### src/rtl/wishbone_arb_pkg.sv
// Shared types for the N-master Wishbone arbiter.
package wishbone_arb_pkg;

    typedef enum logic {
        IDLE = 1'b0,
        BUSY = 1'b1
    } state_t;

    typedef enum logic {
        FIXED = 1'b0,
        RR    = 1'b1
    } arb_mode_e;

endpackage

### src/rtl/rr_priority_picker.sv
// Combinational pick of the first set request bit, searching upward from
// index 'start' and wrapping past N-1 back to 0.
module rr_priority_picker #(
    parameter int N     = 2,
    parameter int PTR_W = 1
) (
    input  logic [N-1:0]     req,
    input  logic [PTR_W-1:0] start,
    output logic             valid,
    output logic [PTR_W-1:0] idx
);

    localparam logic [PTR_W:0] N_W = (PTR_W + 1)'(N);

    logic [N-1:0]     rot;
    logic [PTR_W-1:0] off;
    logic [PTR_W:0]   sum;

    // Rotate so the start position lands on bit 0.
    assign rot = N'({req, req} >> start);

    always_comb begin
        valid = 1'b0;
        off   = '0;
        for (int i = N - 1; i >= 0; i--) begin
            if (rot[i]) begin
                valid = 1'b1;
                off   = PTR_W'(i);
            end
        end
    end

    assign sum = {1'b0, start} + {1'b0, off};
    assign idx = PTR_W'((sum >= N_W) ? sum - N_W : sum);

endmodule

### src/rtl/wishbone_arbiter.sv
// N-master to 1-slave Wishbone arbiter: fixed or round-robin priority,
// bus lock for the length of the winner's cyc, per-transfer stall timeout.
module wishbone_arbiter
    import wishbone_arb_pkg::*;
#(
    parameter int NUM_MASTERS    = 2,
    parameter int ADDR_WIDTH     = 32,
    parameter int DATA_WIDTH     = 32,
    parameter int ROUND_ROBIN    = 1,
    parameter int TIMEOUT_CYCLES = 16
) (
    input  logic                    clk,
    input  logic                    rst,
    input  logic [NUM_MASTERS-1:0]  m_cyc,
    input  logic [NUM_MASTERS-1:0]  m_stb,
    input  logic [NUM_MASTERS-1:0]  m_we,
    input  logic [ADDR_WIDTH-1:0]   m_adr   [NUM_MASTERS],
    input  logic [DATA_WIDTH-1:0]   m_dat_w [NUM_MASTERS],
    input  logic [DATA_WIDTH/8-1:0] m_sel   [NUM_MASTERS],
    output logic [NUM_MASTERS-1:0]  m_ack,
    output logic [NUM_MASTERS-1:0]  m_err,
    output logic [DATA_WIDTH-1:0]   m_dat_r,
    output logic                    s_cyc,
    output logic                    s_stb,
    output logic                    s_we,
    output logic [ADDR_WIDTH-1:0]   s_adr,
    output logic [DATA_WIDTH-1:0]   s_dat_w,
    output logic [DATA_WIDTH/8-1:0] s_sel,
    input  logic                    s_ack,
    input  logic                    s_err,
    input  logic [DATA_WIDTH-1:0]   s_dat_r,
    output logic [NUM_MASTERS-1:0]  grant_out
);

    localparam int PTR_W = $clog2(NUM_MASTERS);
    localparam int TO_W  = (TIMEOUT_CYCLES > 0) ? $clog2(TIMEOUT_CYCLES + 1) : 1;
    localparam logic [TO_W-1:0]  TO_LIMIT = TO_W'(TIMEOUT_CYCLES);
    localparam logic [PTR_W-1:0] LAST_IDX = PTR_W'(NUM_MASTERS - 1);
    localparam arb_mode_e        MODE     = (ROUND_ROBIN != 0) ? RR : FIXED;

    state_t                 state_reg, state_next;
    logic [NUM_MASTERS-1:0] grant_reg, grant_next;
    logic [PTR_W-1:0]       gidx_reg, gidx_next;
    logic [PTR_W-1:0]       rr_ptr_reg, rr_ptr_next;
    logic [TO_W-1:0]        to_cnt_reg, to_cnt_next;

    logic                   busy, timeout_hit, granted_cyc, stall, load;
    logic [NUM_MASTERS-1:0] req;
    logic [PTR_W-1:0]       pick_start, pick_idx;
    logic                   pick_valid;

    assign busy        = (state_reg == BUSY);
    assign timeout_hit = busy && (TIMEOUT_CYCLES != 0) && (to_cnt_reg == TO_LIMIT);
    assign granted_cyc = m_cyc[gidx_reg];
    assign stall       = (TIMEOUT_CYCLES != 0) && s_stb && !s_ack && !s_err;

    // On release the outgoing master is masked so it cannot win straight back.
    assign req        = busy ? (m_cyc & ~grant_reg) : m_cyc;
    assign pick_start = (MODE == RR) ? rr_ptr_reg : '0;

    rr_priority_picker #(
        .N     (NUM_MASTERS),
        .PTR_W (PTR_W)
    ) u_picker (
        .req   (req),
        .start (pick_start),
        .valid (pick_valid),
        .idx   (pick_idx)
    );

    always_ff @(posedge clk) begin
        if (rst) begin
            state_reg  <= IDLE;
            grant_reg  <= '0;
            gidx_reg   <= '0;
            rr_ptr_reg <= '0;
            to_cnt_reg <= '0;
        end else begin
            state_reg  <= state_next;
            grant_reg  <= grant_next;
            gidx_reg   <= gidx_next;
            rr_ptr_reg <= rr_ptr_next;
            to_cnt_reg <= to_cnt_next;
        end
    end

    always_comb begin
        state_next  = state_reg;
        grant_next  = grant_reg;
        gidx_next   = gidx_reg;
        rr_ptr_next = rr_ptr_reg;
        to_cnt_next = to_cnt_reg;
        load        = 1'b0;
        case (state_reg)
            IDLE: load = pick_valid;
            BUSY: begin
                if (timeout_hit || (!granted_cyc && !pick_valid)) begin
                    state_next  = IDLE;
                    grant_next  = '0;
                    gidx_next   = '0;
                    to_cnt_next = '0;
                end else if (!granted_cyc) begin
                    load = 1'b1;
                end else if (stall) begin
                    to_cnt_next = to_cnt_reg + 1'b1;
                end else begin
                    to_cnt_next = '0;
                end
            end
            default: state_next = IDLE;
        endcase
        if (load) begin
            state_next  = BUSY;
            grant_next  = NUM_MASTERS'(1) << pick_idx;
            gidx_next   = pick_idx;
            rr_ptr_next = (pick_idx == LAST_IDX) ? '0 : pick_idx + 1'b1;
            to_cnt_next = '0;
        end
    end

    // s_cyc follows the registered state only, so m_cyc never reaches it combinationally.
    assign s_cyc     = busy && !timeout_hit;
    assign s_stb     = busy && !timeout_hit && m_stb[gidx_reg];
    assign s_we      = busy && m_we[gidx_reg];
    assign s_adr     = busy ? m_adr[gidx_reg]   : '0;
    assign s_dat_w   = busy ? m_dat_w[gidx_reg] : '0;
    assign s_sel     = busy ? m_sel[gidx_reg]   : '0;
    assign m_dat_r   = busy ? s_dat_r : '0;
    assign grant_out = grant_reg;

    generate
        for (genvar gi = 0; gi < NUM_MASTERS; gi++) begin : g_term
            assign m_ack[gi] = grant_reg[gi] && !timeout_hit && s_ack && !s_err;
            assign m_err[gi] = grant_reg[gi] && (timeout_hit || s_err);
        end
    endgenerate

endmodule

### config.mk
export PLATFORM = sky130hd
export DESIGN_NAME = wishbone_arbiter
export DESIGN_NICKNAME = d
export VERILOG_FILES = /design/src/rtl/wishbone_arb_pkg.sv /design/src/rtl/rr_priority_picker.sv /design/src/rtl/wishbone_arbiter.sv
export SDC_FILE = /design/constraint.sdc
export NUM_CORES = 1
export LEC_CHECK = 0
export BUFFER_PORTS_ARGS = -buffer_cell sky130_fd_sc_hd__buf_2
export CAP_MARGIN = 15
export CORE_AREA = 5 5 108 110
export CTS_BUF_LIST = sky130_fd_sc_hd__clkbuf_4 sky130_fd_sc_hd__clkbuf_8
export CTS_CLUSTER_DIAMETER = 80
export DETAILED_ROUTE_END_ITERATION = 8
export DIE_AREA = 0 0 113 115
export PLACE_DENSITY = 0.59
export SLEW_MARGIN = 20
export SYNTH_ARGS = -nofsm -noshare
export SYNTH_HDL_FRONTEND = slang
export SYNTH_HIERARCHICAL = 1
export SYNTH_SLANG_ARGS = --single-unit
### constraint.sdc
create_clock -name clk -period 6.85 [get_ports clk]
set_clock_uncertainty 0.15 [all_clocks]
set_input_delay 0.685 -clock clk [delete_from_list [all_inputs] [get_ports clk]]
set_output_delay 0.685 -clock clk [all_outputs]
set_load 0.05 [all_outputs]
==> results.toml <==
[status]
status = "complete, no violations"

[logic_synthesis]
ys_async_sr_fraction_pct = 0
syn_area_per_cell_sq_um = 7.85
yosysTopAreaCell = "mux2i_1"
synth-edff-count = 0
post-synth-top-count-cell = "nor2b_1"
yosysWarnings = 6
synth_seq_cells = 9
synth_top_area_share_pct = 33.6
ys_seq_area_share_pct = 8.76
yosys_most_used_dff = "dfxtp_1"
synth_common_cells = "nor2b_1, mux2i_1, and2_1, clkbuf_1, dfxtp_1"
post_synth_inst_count = 262
synth_cell_types = 38
netlist_area_sq_mm = 0.00206
synth_area_leaders = "mux2i_1, nor2b_1, and2_1"
synth_nets = 442

[power]
pwr_density_cell_mw_per_mm2 = 143
comb_power_share_pct = 73.7
power_leakage_nw = 1.94
ir_drop_mv = 0.0656
p_int_mw = 0.225
swShare_pct = 56.7
p_clk_share_pct = 13.0
switching_power_mw = 0.295
p_seq_share_pct = 13.2

[clock_network]
cts_resized = 0
clockRootBuffer = "clkbuf_8"
numCtsBuffers = 3
cts_tree = "done"
htree_levels = 1
cts.sinks = 9
ctsHoldBuffers = 0
cts_setup_buffers = 0
clkLatencyLatePin_ns = 0.24
clk_pin_slew_ns = 0.05
clockBufferDepth = 2

[floorplan]
boundaryPins = 287
die_w_microns = 113
coreArea_sq_mm = 0.0106
die-area_sq_mm = 0.0130
start_util_pct = 19.4
num_rows = 38
die_h_microns = 115

[route]
viasPerCell = 4.25
dr_total_vias = 2849
drtIter0Drc = 156
drc_errors = 0
dr.pass1.iters = 4
wl_microns = 10200
wl_per_cell_microns = 15.2
final_antenna_net_count = 0

[setup_path]
worstSetupEndpoint = "m_err[1]"
endpoint_kind = "primary output"
path_max_fanout = 61
ff2ff_setup_slack_ns = 3.81
path_delay_family = "flip-flops"
critPathMaxStageDelay_ns = 0.84
crit_cells = 4
worstPathCellList = "buf_4, a21oi_1, nor2b_1, buf_2"
crit_path_start_kind = "flip-flop"
worst_ep_required_time_ns = 6.01
critical_path_arrival_ns = 2.30
crit_type = "reg2out"
critical_path.reg2reg.endpoint = "to_cnt_reg[0]"
r2r-start = "busy"
critPathSlowestCell = "dfxtp_2"
cp-startpoint = "busy"
r2r_cells = 7
path_buf_inv = 2

[cells_and_area]
largest_reg_flops = 5
multi_input_area_sq_mm = 0.00175
final-seq-area_sq_um = 185
fillers = 1117
drive_gt1_share_pct = 57.1
nets = 712
fin_area_sq_mm = 0.00363
antennaDiodeCount = 0
syn_to_final_growth_pct = 76.6

[sta]
finalCriticalPeriod_ns = 3.13
final.period_utilization_pct = 45.7
hold_violations = 0
setup_viol = 0
grt_setup_unrepaired = "no"
worst_slew_pin_slew_ns = 0.821
clock.fmax_ghz = 0.319
relSlewSlack_pct = 45.2
finalSetupTns_ns = 0
slew_violations = 0

[place]
numPortBuffers = 286
dpl.hpwl_microns = 8640
placed_area_sq_mm = 0.00358
gp_congestion = 0.943

[global_routing]
grt_pass1_wl_microns = 14800
grt_pass1_vias = 2748
grt_usage_pct = 13.9
antenna_found_initial = 0
grt-ovfl-total = 0
grt_max_degree = 62

[hold_path]
hold_class = "reg2reg"

[job]
drv_cap = 0
-- cell families after synthesis --
| group | count (synthesis) | share of synthesized area [%] |
|---|---|---|
| AO/OA/AOI/OAI | 25 | 10.5 |
| adder cells (fa/ha/maj) | 3 | 1.76 |
| buffers and inverters | 30 | 6.14 |
| flip-flops | 9 | 8.76 |
| multiplexers | 71 | 34.7 |
| AND/OR/NAND/NOR | 124 | 38.2 |
-- power groups by stage --
stage / Combinational [mW] / Clock, mW / Sequential (mW)
4_1_cts: 0.387 / 0.0695 / 0.0692
3_3_place_gp: 0.382 / 0 / 0.0699
2_1_floorplan: 0.282 / 0 / 0.0607
6_report: 0.384 / 0.0677 / 0.0689
5_1_grt: 0.405 / 0.0724 / 0.0707
3_5_place_dp: 0.385 / 0 / 0.0700
-- worst register-to-register path, delay by kind of cell, from the launching register on --
| kind | cells | cell delay, ns |
|---|---|---|
| flops | 1 | 0.84 |
| buf+inv | 2 | 0.63 |
| compound gates | 3 | 0.49 |
| simple gates | 2 | 0.87 |
-- layout make-up --
class	instances	share of cell area, %
Multi-Input combinational cell	223	48.2
Clock buffer	4	1.34
Timing Repair Buffer	288	39.8
Sequential cell	9	5.10
Tap cell	140	4.82
Inverter	7	0.723
-- layer usage --
layer  up-vias  wire, microns  GRT usage, %  share of wire, %
met5         -              0             0                 0
met4         0            112          3.04               1.1
met3         9            734          2.26               7.2
met2       125           5160          24.7                50
met1      1266           4210          17.6                41
li1       1449              -             -                 -
-- through the flow --
| stage | worst slack (ns) | total power, mW | hold WS [ns] | util, % | cells |
|---|---|---|---|---|---|
| 2_1_floorplan | 4.33 | 0.342 | 0.350 | - | 262 |
| 3_3_place_gp | 3.85 | 0.452 | 0.373 | 33.8 | 667 |
| 3_5_place_dp | 3.80 | 0.455 | 0.377 | 33.8 | 667 |
| 4_1_cts | 3.64 | 0.525 | 0.386 | 34.3 | 671 |
| 5_1_grt | 3.44 | 0.548 | 0.427 | 34.3 | 671 |
| 6_report | 3.72 | 0.520 | 0.381 | 34.3 | 671 |
-- how the worst min path moves through the flow --
stage / start / to / slack, ns / cells after the start
after floorplan: pick_start / pick_start / 0.35 / 2
after global placement: pick_start / pick_start / 0.37 / 2
after detailed placement: pick_start / pick_start / 0.38 / 2
after CTS: pick_start / pick_start / 0.39 / 2
after global routing: pick_start / pick_start / 0.43 / 2
final: pick_start / pick_start / 0.38 / 2
-- cells in the final DEF (no fill, tap or decap), drive strengths merged, types with 4 or more instances in the layout --
master  Yosys  layout
mux2i      69      69
a21oi       4       4
nor2b      71      71
nor2        4       4
inv         7       7
buf        10     288
clkbuf     13       4
dfxtp       9       9
and3        4       4
and2       35      35
(Power assumes the default switching activity.)
